$ cat src/rtl/reg_file_mp_pkg.sv
// rtl/reg_file_mp_pkg.sv - shared constants and types for the multi-port register file
package reg_file_mp_pkg;

   localparam int RF_DEPTH_DEFAULT   = 4;
   localparam int RF_NWPORTS_DEFAULT = 2;
   localparam int RF_WIDTH_DEFAULT   = 32;

   typedef logic [RF_WIDTH_DEFAULT-1:0] rf_word_t;

endpackage

$ cat src/rtl/reg_file_mp_rf_read_mux.sv
// rtl/reg_file_mp_rf_read_mux.sv - DEPTH:1 read mux, out-of-range select returns zero
module rf_read_mux #(
   parameter int DEPTH = 4,
   parameter int NSEL  = 2,
   parameter int WIDTH = 32
) (
   input  logic [DEPTH*WIDTH-1:0] data_i,
   input  logic [NSEL-1:0]        sel_i,
   output logic [WIDTH-1:0]       data_o
);

   always_comb begin
      data_o = '0;
      for (int k = 0; k < DEPTH; k++) begin
         if (int'(sel_i) == k) begin
            data_o = data_i[k*WIDTH +: WIDTH];
         end
      end
   end

endmodule

$ cat src/rtl/reg_file_mp.sv
// rtl/reg_file_mp.sv - N-write/N-read register file with shift mode, valid bits and optional bypass
module reg_file_mp
   import reg_file_mp_pkg::*;
#(
   parameter int REGFILE_DEPTH = RF_DEPTH_DEFAULT,
   parameter int REGFILE_NSEL  = $clog2(REGFILE_DEPTH),
   parameter int REGFILE_WIDTH = RF_WIDTH_DEFAULT,
   parameter int N_WPORTS      = RF_NWPORTS_DEFAULT,
   parameter int N_RPORTS      = 2,
   parameter int BYPASS        = 1
) (
   input  logic                                clk_i,
   input  logic                                rst_i,
   input  logic                                ce_i,
   input  logic                                clr_i,
   input  logic [N_WPORTS-1:0]                 we_i,
   input  logic [N_WPORTS*REGFILE_NSEL-1:0]    wsel_i,
   input  logic [N_WPORTS*REGFILE_WIDTH-1:0]   wdata_i,
   input  logic                                shift_i,
   input  logic [REGFILE_WIDTH-1:0]            shift_data_i,
   input  logic [N_RPORTS*REGFILE_NSEL-1:0]    rsel_i,
   output logic [N_RPORTS*REGFILE_WIDTH-1:0]   rdata_o,
   output logic [REGFILE_DEPTH*REGFILE_WIDTH-1:0] regs_o,
   output logic [REGFILE_DEPTH-1:0]            valid_o
);

   localparam int D = REGFILE_DEPTH;
   localparam int W = REGFILE_WIDTH;

   logic [D*W-1:0] mem_q, mem_d;
   logic [D-1:0]   valid_q, valid_d;
   logic [D*W-1:0] rd_src;

   // Shift first, then writes in ascending port order so the highest port wins.
   always_comb begin
      mem_d   = mem_q;
      valid_d = valid_q;
      if (rst_i || clr_i) begin
         mem_d   = '0;
         valid_d = '0;
      end else if (ce_i) begin
         if (shift_i) begin
            mem_d   = {mem_q[(D-1)*W-1:0], shift_data_i};
            valid_d = {valid_q[D-2:0], 1'b1};
         end
         for (int p = 0; p < N_WPORTS; p++) begin
            for (int k = 0; k < D; k++) begin
               if (we_i[p] && int'(wsel_i[p*REGFILE_NSEL +: REGFILE_NSEL]) == k) begin
                  mem_d[k*W +: W] = wdata_i[p*W +: W];
                  valid_d[k]      = 1'b1;
               end
            end
         end
      end
   end

   always_ff @(posedge clk_i) begin
      if (rst_i) begin
         mem_q   <= '0;
         valid_q <= '0;
      end else begin
         mem_q   <= mem_d;
         valid_q <= valid_d;
      end
   end

   assign rd_src  = (BYPASS != 0) ? mem_d : mem_q;
   assign regs_o  = mem_q;
   assign valid_o = valid_q;

   for (genvar r = 0; r < N_RPORTS; r++) begin : g_rport
      rf_read_mux #(
         .DEPTH (D),
         .NSEL  (REGFILE_NSEL),
         .WIDTH (W)
      ) u_rf_read_mux (
         .data_i (rd_src),
         .sel_i  (rsel_i[r*REGFILE_NSEL +: REGFILE_NSEL]),
         .data_o (rdata_o[r*W +: W])
      );
   end

endmodule

$ cat config.mk
export PLATFORM = sky130hd
export DESIGN_NAME = reg_file_mp
export DESIGN_NICKNAME = d
export VERILOG_FILES = /design/src/rtl/reg_file_mp_pkg.sv /design/src/rtl/reg_file_mp_rf_read_mux.sv /design/src/rtl/reg_file_mp.sv
export SDC_FILE = /design/constraint.sdc
export NUM_CORES = 1
export LEC_CHECK = 0
export ABC_AREA = 1
export BUFFER_PORTS_ARGS = -buffer_cell sky130_fd_sc_hd__buf_2
export CORE_MARGIN = 3
export CORE_UTILIZATION = 25
export DETAILED_ROUTE_END_ITERATION = 10
export SLEW_MARGIN = 0
export SYNTH_ARGS = -nofsm -noshare
export SYNTH_HDL_FRONTEND = slang
export SYNTH_SLANG_ARGS = --single-unit
$ cat constraint.sdc
create_clock -name clk_i -period 1.7 [get_ports clk_i]
set_clock_uncertainty 0.15 [all_clocks]
set_input_delay 0.17 -clock clk_i [delete_from_list [all_inputs] [get_ports clk_i]]
set_output_delay 0.17 -clock clk_i [all_outputs]
set_load 0.02 [all_outputs]
==> results of run 1 <==
==> flip-flops by register name, summed over array words and instances (netlist names) <==
signal / cells
valid_o: 4
regs_o: 128
==> cell families after synthesis <==
group	count (synthesis)	synth area share, %
and+or+nand+nor	1348	53.4
AOI/OAI and AO/OA	230	10.7
buffers and inverters	328	11.8
DFF	132	24.2
==> placed cells by master (no fill, tap or decap), types with 15 or more instances in the layout <==
cell       Yosys  layout
buf_12         0      46
buf_6          0      77
inv_1        156     146
nand2_2        1     194
nand4_1       90      90
dfxtp_1      132      48
nand3_1      400     250
nand3_2        5     149
nor2_2         1      15
buf_2         44     235
o21ai_1       10      35
clkbuf_16      0      18
buf_4          2     293
o21ai_0       54      27
a21oi_1      161     156
dfxtp_2        0      75
nand2_4        0      38
nor2_1        84      65
nand2_1      761     529
==> worst max-delay path by stage <==
stage	startpoint	to	slack, ns	cells past startpoint
4_1_cts	wsel_i[1]	rdata_o[63]	-0.29	13
6_report	regs_o[16]	rdata_o[48]	-0.35	7
3_5_place_dp	wsel_i[2]	rdata_o[63]	-0.40	11
2_1_floorplan	wsel_i[1]	rdata_o[13]	0.001	10
3_3_place_gp	wsel_i[0]	rdata_o[9]	-0.43	12
5_1_grt	regs_o[16]	rdata_o[16]	-0.43	7
==> metrics by stage <==
step                setup TNS [ns]  util (%)  std cells  cell area (µm²)
floorplan                        0         -       2038            10900
CTS                         -15.16      42.0       3123            17900
detailed placement          -21.78      34.7       2987            14800
global route                -20.01      44.6       3146            19000
global placement            -19.64      34.7       2987            14800
finish                      -15.23      44.6       3149            19000
==> repair_timing <==
action,in CTS,in global routing
gates cloned,15,2
gates resized for setup,484,267
hold endpoints to repair,2,0
setup buffers,89,38
hold buffers,2,0
pin swaps,117,156
setup endpoints to repair,64,69
==> report_power, final <==
part           total, W  switching (W)  internal [W]
registers       0.00324      0.0000600       0.00318
logic           0.00368        0.00229       0.00140
clock network   0.00367        0.00153       0.00214
==> final cells by class <==
type / count / area share, %
flip-flops and latches: 132 / 14.6
clock inverters: 5 / 0.264
multi-input cells: 1578 / 45.7
inverters: 159 / 3.22
clock buffers: 25 / 2.61
well taps: 577 / 3.80
repair buffers: 670 / 29.8
diodes: 3 / 0.0395
==> routing by layer <==
metal  wire, µm  global-route usage (%)
met1      24200                    30.6
met2      33300                    48.8
met3       5570                    6.12
met4       5990                    19.5
met5         77                       0
==> worst reg2reg max path, delay by kind of cell, from the launching register on <==
family | cells | cell delay [ns]
buffers and inverters | 6 | 0.64
AO/OA/AOI/OAI | 2 | 0.22
AND/OR/NAND/NOR | 4 | 0.31
flip-flops | 1 | 0.33
==> summary.txt, run 1 <==
Global route
  • First-pass GRT wire length: 98.6 mm
  • Largest net degree at the start of global routing: 100
  • Vias in the first global route: about 16,000
  • Initial antenna violation count: 7
  • Gr ovfl total: 0
  • GRT Total Usage: 28.1%

STA
  • Hold Slack: 0.00561 ns
  • RSZ-0062 raised after global routing: true
  • Final setup violating endpoints: 65
  • Fin. Hold Viols: 0
  • F_max: 0.489 GHz
  • Period utilization: 120%
  • Final Max Slew Viols: 0
  • Rel. slew slack: 62.2%
  • Period minus WS final: approximately 2.0 ns
  • Worst-Margin Slew: 0.567 ns
  • Final worst slack: -0.347 ns

Synth
  • Largest area contributor in the netlist: nand2_1
  • Seq/Total Area, Yosys: 24.2%
  • Most frequent cell after synthesis: nand2_1
  • Synth warn: 0
  • Main synth FF type: dfxtp_1
  • Synth top cells by count: nand2_1, nand3_1, a21oi_1
  • Mean Syn Cell Area: 5.37 µm²
  • Area of the mapped netlist: 0.0109 mm²
  • Post-synthesis cell count: 2,038
  • Distinct cell type count after synthesis: 23
  • Synth top area cells: nand2_1, dfxtp_1, nand3_1
  • Top cell type's share of synthesized area: approximately a quarter
  • FF+latch count, synth: about 130
  • Syn Nets: 2,149
  • Number of synthesized flops with an enable pin: 0
  • Post-synth ARST share: 0%

Drt
  • Drt first pass iters: 6
  • DRC: 0
  • Via count: between 15,000 and 20,000
  • Final wirelength: a little under 70 mm
  • Final antenna-violating net count: 0
  • Vias per cell: 5.40
  • Initial DRC Count: around 1,600
  • Wire per inst: between 20 and 25 µm

Placed design
  • Port bufs: slightly above 300
  • Dpl hpwl: 48.4 mm
  • Pre-CTS setup slack: -0.399 ns
  • GP Congestion: about 0.98

Cells and area
  • Reg area: 0.00277 mm²
  • Filler instances: 4,484
  • Synthesis-to-finish area growth: 73.6%
  • Fraction of layout instances using a drive strength above 1: 47.0%
  • Nets: 2,669
  • Area of the multi-input gates: a little under 0.009 mm²

Critical path
  • Critical path's most frequent cell: nand4_1
  • Element type at the critical path end: output pin
  • CP bufs+invs: 1
  • Crit Path Max Fanout: 3
  • CP max stage delay: ~0.35 ns
  • CP required: 1.38 ns
  • Reg2reg setup slack: -0.03 ns
  • Startpoint types: flip-flop
  • Critical Path, Cell by Cell: nor2_1, o21ai_1, nand3b_1, nand2_2, nand4_1, nand4_1, buf_6
  • CP delay by family, top: simple AND/OR/NAND/NOR gates
  • Critical path type: flip-flop to output pin
  • Reg2Reg Depth: 12
  • R2r startpoint: regs_o[1]
  • FF-to-FF End: regs_o[33]
  • Critical path's slowest cell: dfxtp_2
  • WP data arrival: 1.73 ns

Floorplan
  • Core footprint: 0.0426 mm²
  • Die width: 215 µm
  • Site Rows: 75
  • # IOs: 307
  • Height of the die: 215 µm
  • Full die area: 0.0463 mm²
  • Initial core utilization: between 20% and 30%

Clocking
  • Clock Latency Late Sink: 0.45 ns
  • Htree depth: 4
  • Clock transition at path regs: ~0.060 ns
  • Clk root buf: clkbuf_16
  • CTS tree: done
  • Clock buffer depth: 2
  • CTS Buf Count: 17
  • # clock sinks: 132

Power
  • Total power: 0.0106 W
  • Leakage: 9.82 nW
  • Maximum vdd drop: 642 µV
  • PwrDens: approximately 560 mW/mm²

Run status
  • Failing checks: setup timing
  • Status: finished with violations

Worst hold path
  • Hold Path Stages: 5
  • Hold_sp: wdata_i[53]
  • Hold Path End: regs_o[85]
  • Hold Path Class: primary input to flip-flop

Flow run
  • Maxcap violations: 0
Note: power is estimated with default switching activity, not from simulation.
==> run 2, diff against run 1 <==
Settings changed: CELL_PAD_IN_SITES_DETAIL_PLACEMENT from default to 1, CELL_PAD_IN_SITES_GLOBAL_PLACEMENT from default to 2, PLACE_DENSITY_LB_ADDON from default to 0.1.
==> run 2 against run 1 <==
Against the previous run:
- the flow still finishes with violations (setup timing)
- critical path depth fell by 1
- die area did not move
- sequential share of layout area fell by 0.80 points
- routed wire length rose by 13%
- highest routed layer unchanged
==> summary.txt, run 2 (synthesized netlist as in run 1, its figures left out) <==
STA
  • Final Max Slew Viols: 0
  • Period utilization: 124%
  • Fin. Hold Viols: 0
  • Final setup violating endpoints: 64
  • Hold Slack: 0.0272 ns
  • F_max: 0.476 GHz
  • Worst-Margin Slew: 0.467 ns
  • RSZ-0062 raised after global routing: true
  • Final worst slack: -0.403 ns
  • Period minus WS final: 2.10 ns
  • Rel. slew slack: around 69%

Critical path
  • Startpoint types: flip-flop
  • Critical path type: flip-flop to output pin
  • Reg2reg setup slack: 0.09 ns
  • WP data arrival: 1.78 ns
  • Critical path's most frequent cell: nand4_1
  • Critical Path, Cell by Cell: buf_4, nor2_1, inv_1, nand4_1, nand4_1, buf_6
  • Element type at the critical path end: output pin
  • CP max stage delay: roughly 0.37 ns
  • CP required: between 1 and 1.5 ns
  • CP delay by family, top: buffers and inverters
  • CP bufs+invs: 3
  • Crit Path Max Fanout: 3
  • Critical path's slowest cell: dfxtp_4

Power
  • Combinational fraction of design power: 37.0%
  • Internal Power: 0.00672 W
  • Sequential share of power: between 20% and 30%
  • Leakage: 10.3 nW
  • Part of the power in the clock network: 33.3%
  • Switching pwr: 0.00418 W
  • Total power: 0.0109 W
  • Switching Fraction: between 30% and 40%
  • Maximum vdd drop: 560 µV
  • PwrDens: 547 mW/mm²

Clocking
  • Clock Latency Late Sink: 0.49 ns
  • # clock sinks: 132
  • Htree depth: 4
  • Clk root buf: clkbuf_16
  • CTS tree: done
  • Clock transition at path regs: 0.06 ns
  • Clock buffer depth: 2
  • CTS Buf Count: 17

Placed design
  • Dpl hpwl: 55.7 mm
  • Port bufs: 306
  • GP Congestion: 0.887

Cells and area
  • Fraction of layout instances using a drive strength above 1: 50.7%
  • Synthesis-to-finish area growth: 82.2%
  • Largest register FFs: 128
  • Nets: 2,766
  • Most frequent cells in the layout: nand2_1, buf_4, buf_2, nand3_1, nand2_2
  • Most common cell after layout, fill and taps aside: nand2_1
  • Filler instances: 5,594
  • Antenna cells: 0

Floorplan
  • Full die area: between 0.04 and 0.05 mm²
  • Initial core utilization: 25.7%
  • Height of the die: 215 µm
  • # IOs: 307
  • Die width: 215 µm
  • Core footprint: 0.0426 mm²
  • Site Rows: 75

Run status
  • Failing checks: setup timing
  • Status: finished with violations

Global route
  • GRT Total Usage: approximately a third
  • First-pass GRT wire length: 113 mm
  • Gr ovfl total: 0
  • Initial antenna violation count: 2
  • Vias in the first global route: 18,217
  • Largest net degree at the start of global routing: 69

Drt
  • Wire per inst: 24.1 µm
  • Drt first pass iters: 5
  • DRC: 0
  • Final antenna-violating net count: 0
  • Via count: 17,079
  • Initial DRC Count: between 900 and 1,000
  • Vias per cell: 5.26
  • Final wirelength: 78.3 mm

Worst hold path
  • Hold Path Class: primary input to flip-flop

Flow run
  • Maxcap violations: 0
-- run 2: cell count changes in the layout (fill, tap and decap cells not counted), moves of 9 or more --
cell	change
buf_12	+9
buf_4	+96
buf_6	-11
dlygate4sd3_1	+9
nand2_1	-27
nand2_2	+10
nand2_4	+16
nand3_1	-24
nand3_2	+22
o21ai_0	-9
-- run 2: path summary, 6_finish.rpt --
check,start,to,cells past startpoint
max,regs_o[16],rdata_o[16],6
min,rst_i,regs_o[48],5
max reg2reg,regs_o[12],regs_o[44],11
min reg2reg,regs_o[125],regs_o[125],2
-- run 2: repair_timing --
action / in CTS / in global routing
setup buffers: 123 / 35
gates cloned: 13 / 2
pin swaps: 178 / 145
endpoints found under the setup margin: 64 / 73
hold buffers: 11 / 0
hold endpoints to repair: 11 / 0
resized for setup: 606 / 211
-- run 2: per-layer routing --
layer | GRT usage [%] | share of wire, %
met1 | 33.3 | 36
met2 | 60.7 | 52
met3 | 4.11 | 3.0
met4 | 25.8 | 9.0
met5 | 0 | 0.010
-- run 2: final cells by class --
class / instances / area (µm²) / area share, %
Clock buffer: 26 / 499 / 2.51
Clock inverter: 5 / 25.0 / 0.126
Inverter: 159 / 603 / 3.03
Multi-Input combinational cell: 1578 / 9000 / 45.2
Sequential cell: 132 / 2750 / 13.8
Tap cell: 577 / 722 / 3.62
Timing Repair Buffer: 767 / 6330 / 31.8
-- run 2: metrics by stage --
stage / util, % / TNS [ns] / cells / cell area (µm²) / worst slack (ns)
4_1_cts: 45.2 / -19.87 / 3235 / 19200 / -0.408
3_3_place_gp: 36.1 / -24.79 / 3058 / 15400 / -0.455
2_1_floorplan: - / 0 / 2038 / 10900 / 0.00109
5_1_grt: 46.8 / -22.92 / 3244 / 19900 / -0.483
6_report: 46.8 / -17.35 / 3244 / 19900 / -0.403
3_5_place_dp: 36.1 / -27.82 / 3058 / 15400 / -0.485
-- run 2: worst register-to-register path: stages (launching register included) --
cell     delay [ns]
dfxtp_2        0.35
nand2_2        0.06
inv_2          0.05
nand2_2        0.06
nand3_4        0.09
nand2_4        0.07
buf_6          0.12
buf_4          0.12
buf_4          0.12
buf_4          0.12
buf_4          0.13
a21oi_2        0.12
-- run 2: power by group through the flow --
| stage | clock, W | sequential (W) | combinational (W) |
|---|---|---|---|
| floorplan | 0 | 0.00340 | 0.00131 |
| global placement | 0 | 0.00330 | 0.00305 |
| detailed placement | 0 | 0.00331 | 0.00309 |
| CTS | 0.00373 | 0.00324 | 0.00385 |
| global route | 0.00382 | 0.00325 | 0.00427 |
| finish | 0.00363 | 0.00325 | 0.00403 |
==> run 3, diff against run 2 <==
Settings changed: CTS_BUF_LIST from default to sky130_fd_sc_hd__clkbuf_16, MAX_ROUTING_LAYER from default to met4, SETUP_SLACK_MARGIN from default to 0.05.
==> run 3 against run 2 <==
Against the previous run:
- the flow still finishes with violations (setup timing)
- design area is 1.2% higher
- setup slack worse by 0.023 ns
- die area stayed put
- critical endpoint is now rdata_o[48]
- largest cell class unchanged
- highest routed layer is now met4
==> summary.txt, run 3 (synthesized netlist as in run 1, its figures left out) <==
Critical path
  • Critical path type: flip-flop to output pin
  • Worst Setup SP: regs_o[112]
  • Critical Path, Cell by Cell: inv_1, o211ai_1, nand2_1, a21boi_2, nand2_1, nand4_1, buf_4
  • Crit Path Max Fanout: 3
  • Critical path's most frequent cell: nand2_1
  • Startpoint types: flip-flop
  • WP data arrival: between 1.5 and 2 ns
  • Element type at the critical path end: output pin
  • CP required: 1.38 ns
  • CP bufs+invs: 2
  • CP delay by family, top: compound AO/OA/AOI/OAI gates
  • WP depth: 7
  • Reg2Reg Depth: 10
  • CP max stage delay: roughly 0.34 ns
  • R2r startpoint: regs_o[64]
  • Critical path's slowest cell: dfxtp_2

Worst hold path
  • Hold Path Class: primary input to flip-flop
  • Hold Path Stages: 5
  • Hold_sp: wdata_i[55]

Power
  • Total power: 0.0116 W
  • Leakage: 10.3 nW
  • Maximum vdd drop: between 600 and 700 µV
  • PwrDens: 578 mW/mm²

Clocking
  • CTS tree: done
  • CTS Buf Count: 17
  • Clock Latency Late Sink: around 0.5 ns
  • # clock sinks: 132
  • Clk root buf: clkbuf_16
  • Clock transition at path regs: 0.07 ns
  • Clock buffer depth: 2
  • Htree depth: 4

Floorplan
  • Full die area: 0.0463 mm²
  • Die width: around 220 µm
  • Height of the die: 215 µm
  • Site Rows: 75
  • # IOs: between 300 and 400
  • Core footprint: 0.0426 mm²
  • Initial core utilization: approximately 26%

Cells and area
  • Most frequent cells in the layout: nand2_1, buf_4, buf_2, nand3_1, nand2_2
  • Fin cells: roughly 3,200
  • Nets: 2,723
  • Most common cell after layout, fill and taps aside: nand2_1
  • Synthesis-to-finish area growth: 84.3%
  • Largest register FFs: 128
  • Antenna cells: 0
  • Fraction of layout instances using a drive strength above 1: 51.3%
  • Final instance area: 0.0202 mm²

Drt
  • Final antenna-violating net count: 0
  • Drt first pass iters: 5
  • DRC: 0
  • Initial DRC Count: 1,573
  • Final wirelength: 78.8 mm
  • Vias per cell: between 5 and 6
  • Via count: roughly 17,000
  • Wire per inst: 24.6 µm

Global route
  • Vias in the first global route: 16,271
  • Largest net degree at the start of global routing: 68
  • Initial antenna violation count: 1
  • Gr ovfl total: 0
  • GRT Total Usage: 33.2%
  • First-pass GRT wire length: between 100 and 150 mm

STA
  • Setup TNS: -19.59 ns
  • RSZ-0062 raised after global routing: true
  • Period minus WS final: 2.13 ns
  • F_max: 0.470 GHz
  • Final setup violating endpoints: 64
  • Period utilization: 125%
  • Final worst slack: -0.426 ns
  • Fin. Hold Viols: 0
  • Rel. slew slack: 73.4%
  • Worst-Margin Slew: 0.399 ns
  • Final Max Slew Viols: 0

Flow run
  • Maxcap violations: 0

Run status
  • Status: finished with violations
  • Failing checks: setup timing

Placed design
  • Placed cell area: 0.0153 mm²
  • Port bufs: roughly 310
  • Cell total after placement: 3,039
  • Pre-CTS setup slack: -0.500 ns
  • Dpl hpwl: 55.9 mm
  • GP Congestion: 0.936
==> run 3: changes by cell type in the layout (fill, tap and decap cells not counted), moves of 8 or more <==
cell / delta
nand3_1: +8
dlygate4sd3_1: -8
nand3_2: -20
nand3_4: +12
buf_6: -15
nand2_4: +38
nand2_1: -27
buf_4: -32
nand2_2: -14
dlymetal6s4s_1: +9
==> run 3: worst reg2reg max path: cells and delay by family (launching register included) <==
family	cells	cell delay (ns)
AND/OR/NAND/NOR	4	0.33
buffers and inverters	4	0.53
AO/OA/AOI/OAI	2	0.16
flip-flops	1	0.34
==> run 3: final cells by class <==
cell class                 count  area, µm²
inverter                     159        599
sequential                   132       2750
timing repair buffer         724       6060
fill                        5515      22400
multi-input combinational   1578       9410
tap                          577        722
clock inverter                15        191
clock buffer                  17        425
==> run 3: stage by stage <==
stage                     util, %  hold slack (ns)
final                        47.3           0.0157
after global placement       35.8            0.326
after detailed placement     35.8            0.334
after CTS                    43.2          0.00491
after global routing         47.3           0.0317
after floorplan                 -            0.284
==> run 3: what timing repair did <==
action / CTS / global route
gates resized for setup: 516 / 394
hold buffers: 11 / 0
endpoints found under the hold margin: 11 / 0
cloned: 12 / 3
pin swaps: 92 / 182
endpoints found under the setup margin: 64 / 74
buffers inserted: 61 / 48
==> run 3: per-layer routing <==
metal / vias up / share of wire [%] / GRT usage [%]
li1: 7842 / - / -
met1: 8389 / 49 / 50.7
met2: 647 / 41 / 44.5
met3: 50 / 8.6 / 7.05
met4: 0 / 1.1 / 5.66
met5: - / 0 / -
==> run 3: report_power, final <==
group          internal (W)  leakage [nW]  switching (W)  total (W)
registers           0.00318          1.11      0.0000604    0.00324
clock network       0.00244         0.304        0.00180    0.00424
logic               0.00154          8.93        0.00263    0.00417
==> run 3: final timing paths <==
path	end	slack, ns
worst max-delay path	rdata_o[48]	-0.43
worst min-delay path	regs_o[87]	0.02
worst max register to register	regs_o[96]	0.13
worst min register to register	regs_o[15]	0.36
